**src/rtl/tone_bank.sv**
```systemverilog
// Multi-voice square-wave tone generator with per-voice note timers and a
// 1-bit PWM mix of all voices for a single speaker pin.
module tone_bank #(
   parameter int  CLK_F    = 32,
   parameter int  CHANNELS = 4,
   parameter int  PERIOD_W = 20,
   parameter int  DUR_W    = 16,
   localparam int CW       = (CHANNELS > 1) ? $clog2(CHANNELS) : 1
) (
   input  logic                CLK,
   input  logic                RST_N,
   input  logic                wr_en,
   input  logic [CW-1:0]       wr_chan,
   input  logic [PERIOD_W-1:0] wr_period,
   input  logic [DUR_W-1:0]    wr_dur,
   output logic [CHANNELS-1:0] tone_out,
   output logic [CHANNELS-1:0] busy,
   output logic [CHANNELS-1:0] done,
   output logic                mix_out
);

   localparam int            PW       = (CLK_F > 1) ? $clog2(CLK_F) : 1;
   localparam int            SW       = $clog2(CHANNELS + 1);
   localparam logic [PW-1:0] PRE_LAST = PW'(CLK_F - 1);
   localparam logic [9:0]    MS_LAST  = 10'd999;

   function automatic logic [SW-1:0] popcount(input logic [CHANNELS-1:0] v);
      logic [SW-1:0] s;
      s = '0;
      for (int i = 0; i < CHANNELS; i++) begin
         s = s + SW'(v[i]);
      end
      return s;
   endfunction

   logic [PW-1:0] pre_cnt;
   logic [9:0]    ms_cnt;
   logic          us_tick;
   logic          ms_tick;

   assign us_tick = (pre_cnt == PRE_LAST);
   assign ms_tick = us_tick && (ms_cnt == MS_LAST);

   // Global timebase: free-running, never disturbed by writes.
   always_ff @(posedge CLK or negedge RST_N) begin
      if (!RST_N) begin
         pre_cnt <= '0;
         ms_cnt  <= '0;
      end else if (us_tick) begin
         pre_cnt <= '0;
         ms_cnt  <= (ms_cnt == MS_LAST) ? 10'd0 : ms_cnt + 10'd1;
      end else begin
         pre_cnt <= pre_cnt + PW'(1);
      end
   end

   for (genvar g = 0; g < CHANNELS; g++) begin : g_voice
      logic [PERIOD_W-1:0] period;
      logic [PERIOD_W-1:0] hp_cnt;
      logic [DUR_W-1:0]    dur_cnt;
      logic                timed;
      logic                tone_r;
      logic                busy_r;
      logic                done_r;
      logic                hit;

      // Channel numbers at or above CHANNELS match no voice and are dropped.
      assign hit = wr_en && (wr_chan == CW'(g));

      always_ff @(posedge CLK or negedge RST_N) begin
         if (!RST_N) begin
            period  <= '0;
            hp_cnt  <= '0;
            dur_cnt <= '0;
            timed   <= 1'b0;
            tone_r  <= 1'b0;
            busy_r  <= 1'b0;
            done_r  <= 1'b0;
         end else begin
            done_r <= 1'b0;
            if (hit) begin
               tone_r <= 1'b0;
               if (wr_period != '0) begin
                  period  <= wr_period;
                  hp_cnt  <= '0;
                  dur_cnt <= wr_dur;
                  timed   <= (wr_dur != '0);
                  busy_r  <= 1'b1;
               end else begin
                  timed  <= 1'b0;
                  busy_r <= 1'b0;
               end
            end else if (busy_r) begin
               if (ms_tick && timed && (dur_cnt == DUR_W'(1))) begin
                  dur_cnt <= '0;
                  busy_r  <= 1'b0;
                  tone_r  <= 1'b0;
                  done_r  <= 1'b1;
               end else begin
                  if (ms_tick && timed) begin
                     dur_cnt <= dur_cnt - DUR_W'(1);
                  end
                  if (us_tick) begin
                     if (hp_cnt == period - PERIOD_W'(1)) begin
                        hp_cnt <= '0;
                        tone_r <= ~tone_r;
                     end else begin
                        hp_cnt <= hp_cnt + PERIOD_W'(1);
                     end
                  end
               end
            end
         end
      end

      assign tone_out[g] = tone_r;
      assign busy[g]     = busy_r;
      assign done[g]     = done_r;
   end

   logic [CW-1:0] ramp;

   // Mix: compare the count of high voices against a wrapping ramp.
   always_ff @(posedge CLK or negedge RST_N) begin
      if (!RST_N) begin
         ramp    <= '0;
         mix_out <= 1'b0;
      end else begin
         ramp    <= (ramp == CW'(CHANNELS - 1)) ? '0 : ramp + CW'(1);
         mix_out <= (popcount(tone_out) > SW'(ramp));
      end
   end

endmodule

```
**config.mk**
```make
export PLATFORM = sky130hd
export DESIGN_NAME = tone_bank
export DESIGN_NICKNAME = d
export VERILOG_FILES = /design/src/rtl/tone_bank.sv
export SDC_FILE = /design/constraint.sdc
export NUM_CORES = 1
export LEC_CHECK = 0
export ABC_AREA = 1
export CAP_MARGIN = 20
export CORE_ASPECT_RATIO = 0.7
export CORE_MARGIN = 8
export CORE_UTILIZATION = 57
export CTS_BUF_LIST = sky130_fd_sc_hd__clkbuf_4 sky130_fd_sc_hd__clkbuf_8 sky130_fd_sc_hd__clkbuf_16
export DETAILED_ROUTE_END_ITERATION = 10
export GPL_ROUTABILITY_DRIVEN = 0
export PLACE_DENSITY = 0.85
export SETUP_SLACK_MARGIN = 0.15
export SLEW_MARGIN = 25
export SYNTH_ARGS = -nofsm -noshare
export SYNTH_HDL_FRONTEND = slang
export SYNTH_SLANG_ARGS = --single-unit
```
**constraint.sdc**
```tcl
create_clock -name CLK -period 2.5 [get_ports CLK]
set_input_delay 0.5 -clock CLK [delete_from_list [all_inputs] [get_ports CLK]]
set_output_delay 0.5 -clock CLK [all_outputs]
set_load 0.02 [all_outputs]
```
==> results of run 1 <==
metal layers:
| layer | track usage, % | up-vias |
|---|---|---|
| li1 | - | 8391 |
| met1 | 38.15 | 8495 |
| met2 | 42.88 | 1204 |
| met3 | 4.498 | 242 |
| met4 | 12.38 | 0 |
| met5 | 0 | - |
cells in the final DEF, fill, tap and decap left out, types with 11 or more instances in the layout:
| cell type | Yosys | final |
|---|---|---|
| nand2_1 | 638 | 617 |
| a21oi_1 | 60 | 57 |
| nor3_1 | 66 | 53 |
| ha_1 | 23 | 17 |
| xnor2_1 | 46 | 46 |
| xor2_1 | 118 | 118 |
| nor4_1 | 14 | 13 |
| nand3_2 | 5 | 16 |
| nand2_2 | 9 | 25 |
| buf_12 | 0 | 18 |
| nor2_2 | 4 | 31 |
| dfrtp_1 | 258 | 255 |
| nor3_2 | 6 | 16 |
| nor2_1 | 309 | 278 |
| a31oi_1 | 11 | 11 |
| nor2_4 | 9 | 17 |
| o22ai_1 | 22 | 22 |
| nand3_1 | 166 | 154 |
| nand4_1 | 81 | 81 |
| buf_4 | 13 | 107 |
| o21ai_1 | 17 | 24 |
| clkbuf_16 | 0 | 29 |
| o21ai_0 | 174 | 164 |
| nand3b_1 | 25 | 25 |
| inv_2 | 11 | 13 |
| mux2_2 | 11 | 11 |
| clkdlybuf4s50_1 | 0 | 52 |
| inv_1 | 270 | 263 |
how the worst max path moves through the flow:
stage / endpoint / slack (ns)
2_1_floorplan: g_voice[2].hp_cnt[18]$_DFFE_PN0P_ / 0.23
3_3_place_gp: g_voice[1].dur_cnt[11]$_DFFE_PN0P_ / -0.35
3_5_place_dp: g_voice[1].dur_cnt[14]$_DFFE_PN0P_ / -0.43
4_1_cts: g_voice[2].hp_cnt[9]$_DFFE_PN0P_ / 0.15
5_1_grt: g_voice[2].hp_cnt[5]$_DFFE_PN0P_ / -0.05
6_report: g_voice[2].hp_cnt[5]$_DFFE_PN0P_ / 0.06
critical path: cells and delay by family (launching register included):
kind            cells  cell delay, ns
compound gates      2            0.34
flops               1            0.40
simple gates        7            0.75
fa+ha+maj           2            0.39
buf+inv             4            0.46
cells by family after synthesis:
logic type / count (synthesis)
compound gates: 321
mux: 11
xor+xnor: 164
flops: 258
simple gates: 1344
buf+inv: 367
fa+ha+maj: 25
per-stage QoR:
step | setup WS, ns | hold WS (ns) | cells
final | 0.05528 | 0.4692 | 3062
after global routing | -0.04909 | 0.4876 | 3061
after CTS | 0.1524 | 0.4768 | 3029
after detailed placement | -0.4261 | 0.4498 | 2973
after global placement | -0.3476 | 0.4480 | 2973
after floorplan | 0.2277 | 0.2044 | 2490
registers in the layout, summed over array words and instances, names as in the netlist:
signal	cells
g_voice.busy_r	4
g_voice.done_r	4
g_voice.dur_cnt	64
g_voice.hp_cnt	80
g_voice.period	80
g_voice.timed	4
g_voice.tone_r	4
mix_out	1
ms_cnt	10
pre_cnt	5
ramp	2
timing repair:
action,CTS,global route
endpoints found under the setup margin,66,172
hold buffers,1,0
setup buffers,2,26
gates cloned,3,6
endpoints found under the hold margin,47,0
pin swaps,7,43
gates resized for setup,15,134
layout make-up:
| cell class | count | area (µm²) | share of cell area [%] |
|---|---|---|---|
| multi-input cells | 1872 | 10000 | 48.01 |
| flip-flops and latches | 258 | 6460 | 31.01 |
| repair buffers | 188 | 1822 | 8.746 |
| inverters | 281 | 1080 | 5.184 |
| clock buffers | 37 | 793.3 | 3.808 |
| well taps | 412 | 515.5 | 2.475 |
| clock inverters | 13 | 157.7 | 0.7568 |
| diodes | 1 | 2.502 | 0.01201 |
power by group through the flow:
stage | clock network [µW] | registers [µW] | logic [µW]
floorplan | 0 | 6140 | 4410
global placement | 0 | 6490 | 5360
CTS | 4290 | 6490 | 5820
finish | 4280 | 6590 | 6310
detailed placement | 0 | 6540 | 5700
global route | 4460 | 6710 | 7010
==> reports/metrics.cfg, run 1 <==
[logic_synthesis]
synth_mux_area_share_pct = 0.7097
yosysMostFrequentCell = nand2_1
ys_seq_elements = 258
syn_area_per_cell_um2 = 7.010
synthArstFlopShare_pct = 100.0
syn_inst = 2490
synth_top_area_share_pct = 36.99
synth_area_leader_cell = dfrtp_1
synth.area.top_cells = dfrtp_1 (37%), nand2_1 (14%), nor2_1 (6.6%), xor2_1 (5.9%), inv_1 (5.8%)
synth.net_count = 2556
synth-xor-area-share_pct = 8.229
synth_edf_count = 0
synth_cell_types = 49
synthAdderAreaFrac_pct = 1.878
seq_area_frac_synth_pct = 36.99
synthTopCellsByCount = nand2_1 (638), nor2_1 (309), inv_1 (270), dfrtp_1 (258), o21ai_0 (174)
synth_top_family_by_area = simple AND/OR/NAND/NOR gates
synth_warnings = 0
synth_compound_area_share_pct = 10.02
synth_area_um2 = 17450
synth-simple-area-share_pct = 33.65
synth_top_flop_cell = dfrtp_1

[global_routing]
grt_max_degree = 54
antenna_found_initial = 0
gr-total-overflow = 0
grt_use_total_pct = 27.72
grt_pass1_vias = 16880
grt_pass1_wl_um = 84290

[timing]
finalSetupTns_ns = 0
timing.fmax_mhz = 409.0
finalSetupViolCount = 0
min_period_ns = 2.445
timing_max_transition_violations_final = 0
hold_viol = 0
min_period_over_period_pct = 97.79
worst_pin_slew_ns = 0.5980
fin_skew_ns = 0.03095
slew_headroom_pct = 59.98
rsz0062_at_grt = true

[power_and_ir_drop]
p_total_uw = 17180
ir_drop_v = 0.0005921
leakagePower_uw = 0.009876
powerDensity_nw_per_um2 = 824.6
pwr-share-clk_pct = 24.9
combPwrFrac_pct = 36.7
p_switching_uw = 7057
switching_share_pct = 41.09
seqPwrFrac_pct = 38.4
p_int_uw = 10120

[cts]
cts_buffer_depth = 3
clkTransAtPathRegs_ns = 0.06
worstSkewPairLatency_ns = 0.58
cts.htree.levels = 1
cts_tree = done
cts_sinks = 258
clockRootBuffer = clkbuf_16
numCtsBuffers = 28

[detailed_routing]
ant_nets = 0
drcViolationCount = 0
wl_met3_um = 5760
drt_pass1_iterations = 7
wirelength_um = 54400
drt-initial-drc-count = 2519
vias = 18330
wl_met2_um = 23920
met1_length_um = 21910
highest_layer = met4
vias_per_cell = 5.987
wl_per_cell_um = 17.77

[layout]
syn_to_final_growth_pct = 19.34
fin_area_um2 = 20830
fin_nets = 2695
drive_gt1_share_pct = 13.44
final_util_pct = 69.19
fillers = 2234

[run_status]
status = complete, no violations

[placement]
portBuffers = 53
placed_cell_area_um2 = 19030
dp_hpwl_um = 37820

[setup_path]
rr_worst_depth = 15
cp-startpoint = pre_cnt[1]$_DFF_PN0_
r2r_slack_ns = 0.06
crit_fanout = 6
r2r-end = g_voice[2].hp_cnt[5]$_DFFE_PN0P_
critPathRequiredTime_ns = 2.98
cp-start-kind = flip-flop
slowest_delay_ns = 0.40
cp_slowest_cell = dfrtp_1
r2r-start = pre_cnt[1]$_DFF_PN0_
cp-end-kind = flip-flop
path_cells = ha_2, nand2_2, nor2_2, ha_2, inv_2, nor2_4, buf_6, nand4_1, nand2_2, a21oi_4, inv_4, buf_12, nor3_2, nand2_1, o21ai_1
crit_arrival_ns = 2.93
worstSetupPathType = flip-flop to flip-flop

[hold_path]
hold_path_class = input pin to async pin

[floorplan]
rows = 53
coreArea_um2 = 30110
chipWidth_um = 225.2
die_area_um2 = 36570
die_height_um = 162.4
top_level_ports = 54
start_util_pct = 57.98

[run]
cap_violations = 0

Power figures use the tool's default switching activity.
==> run 2: changes to the inputs <==
- HOLD_SLACK_MARGIN: unset -> 0.06
==> results of run 2 <==
No change in the layout: final DEF, timing and power equal those of run 1.
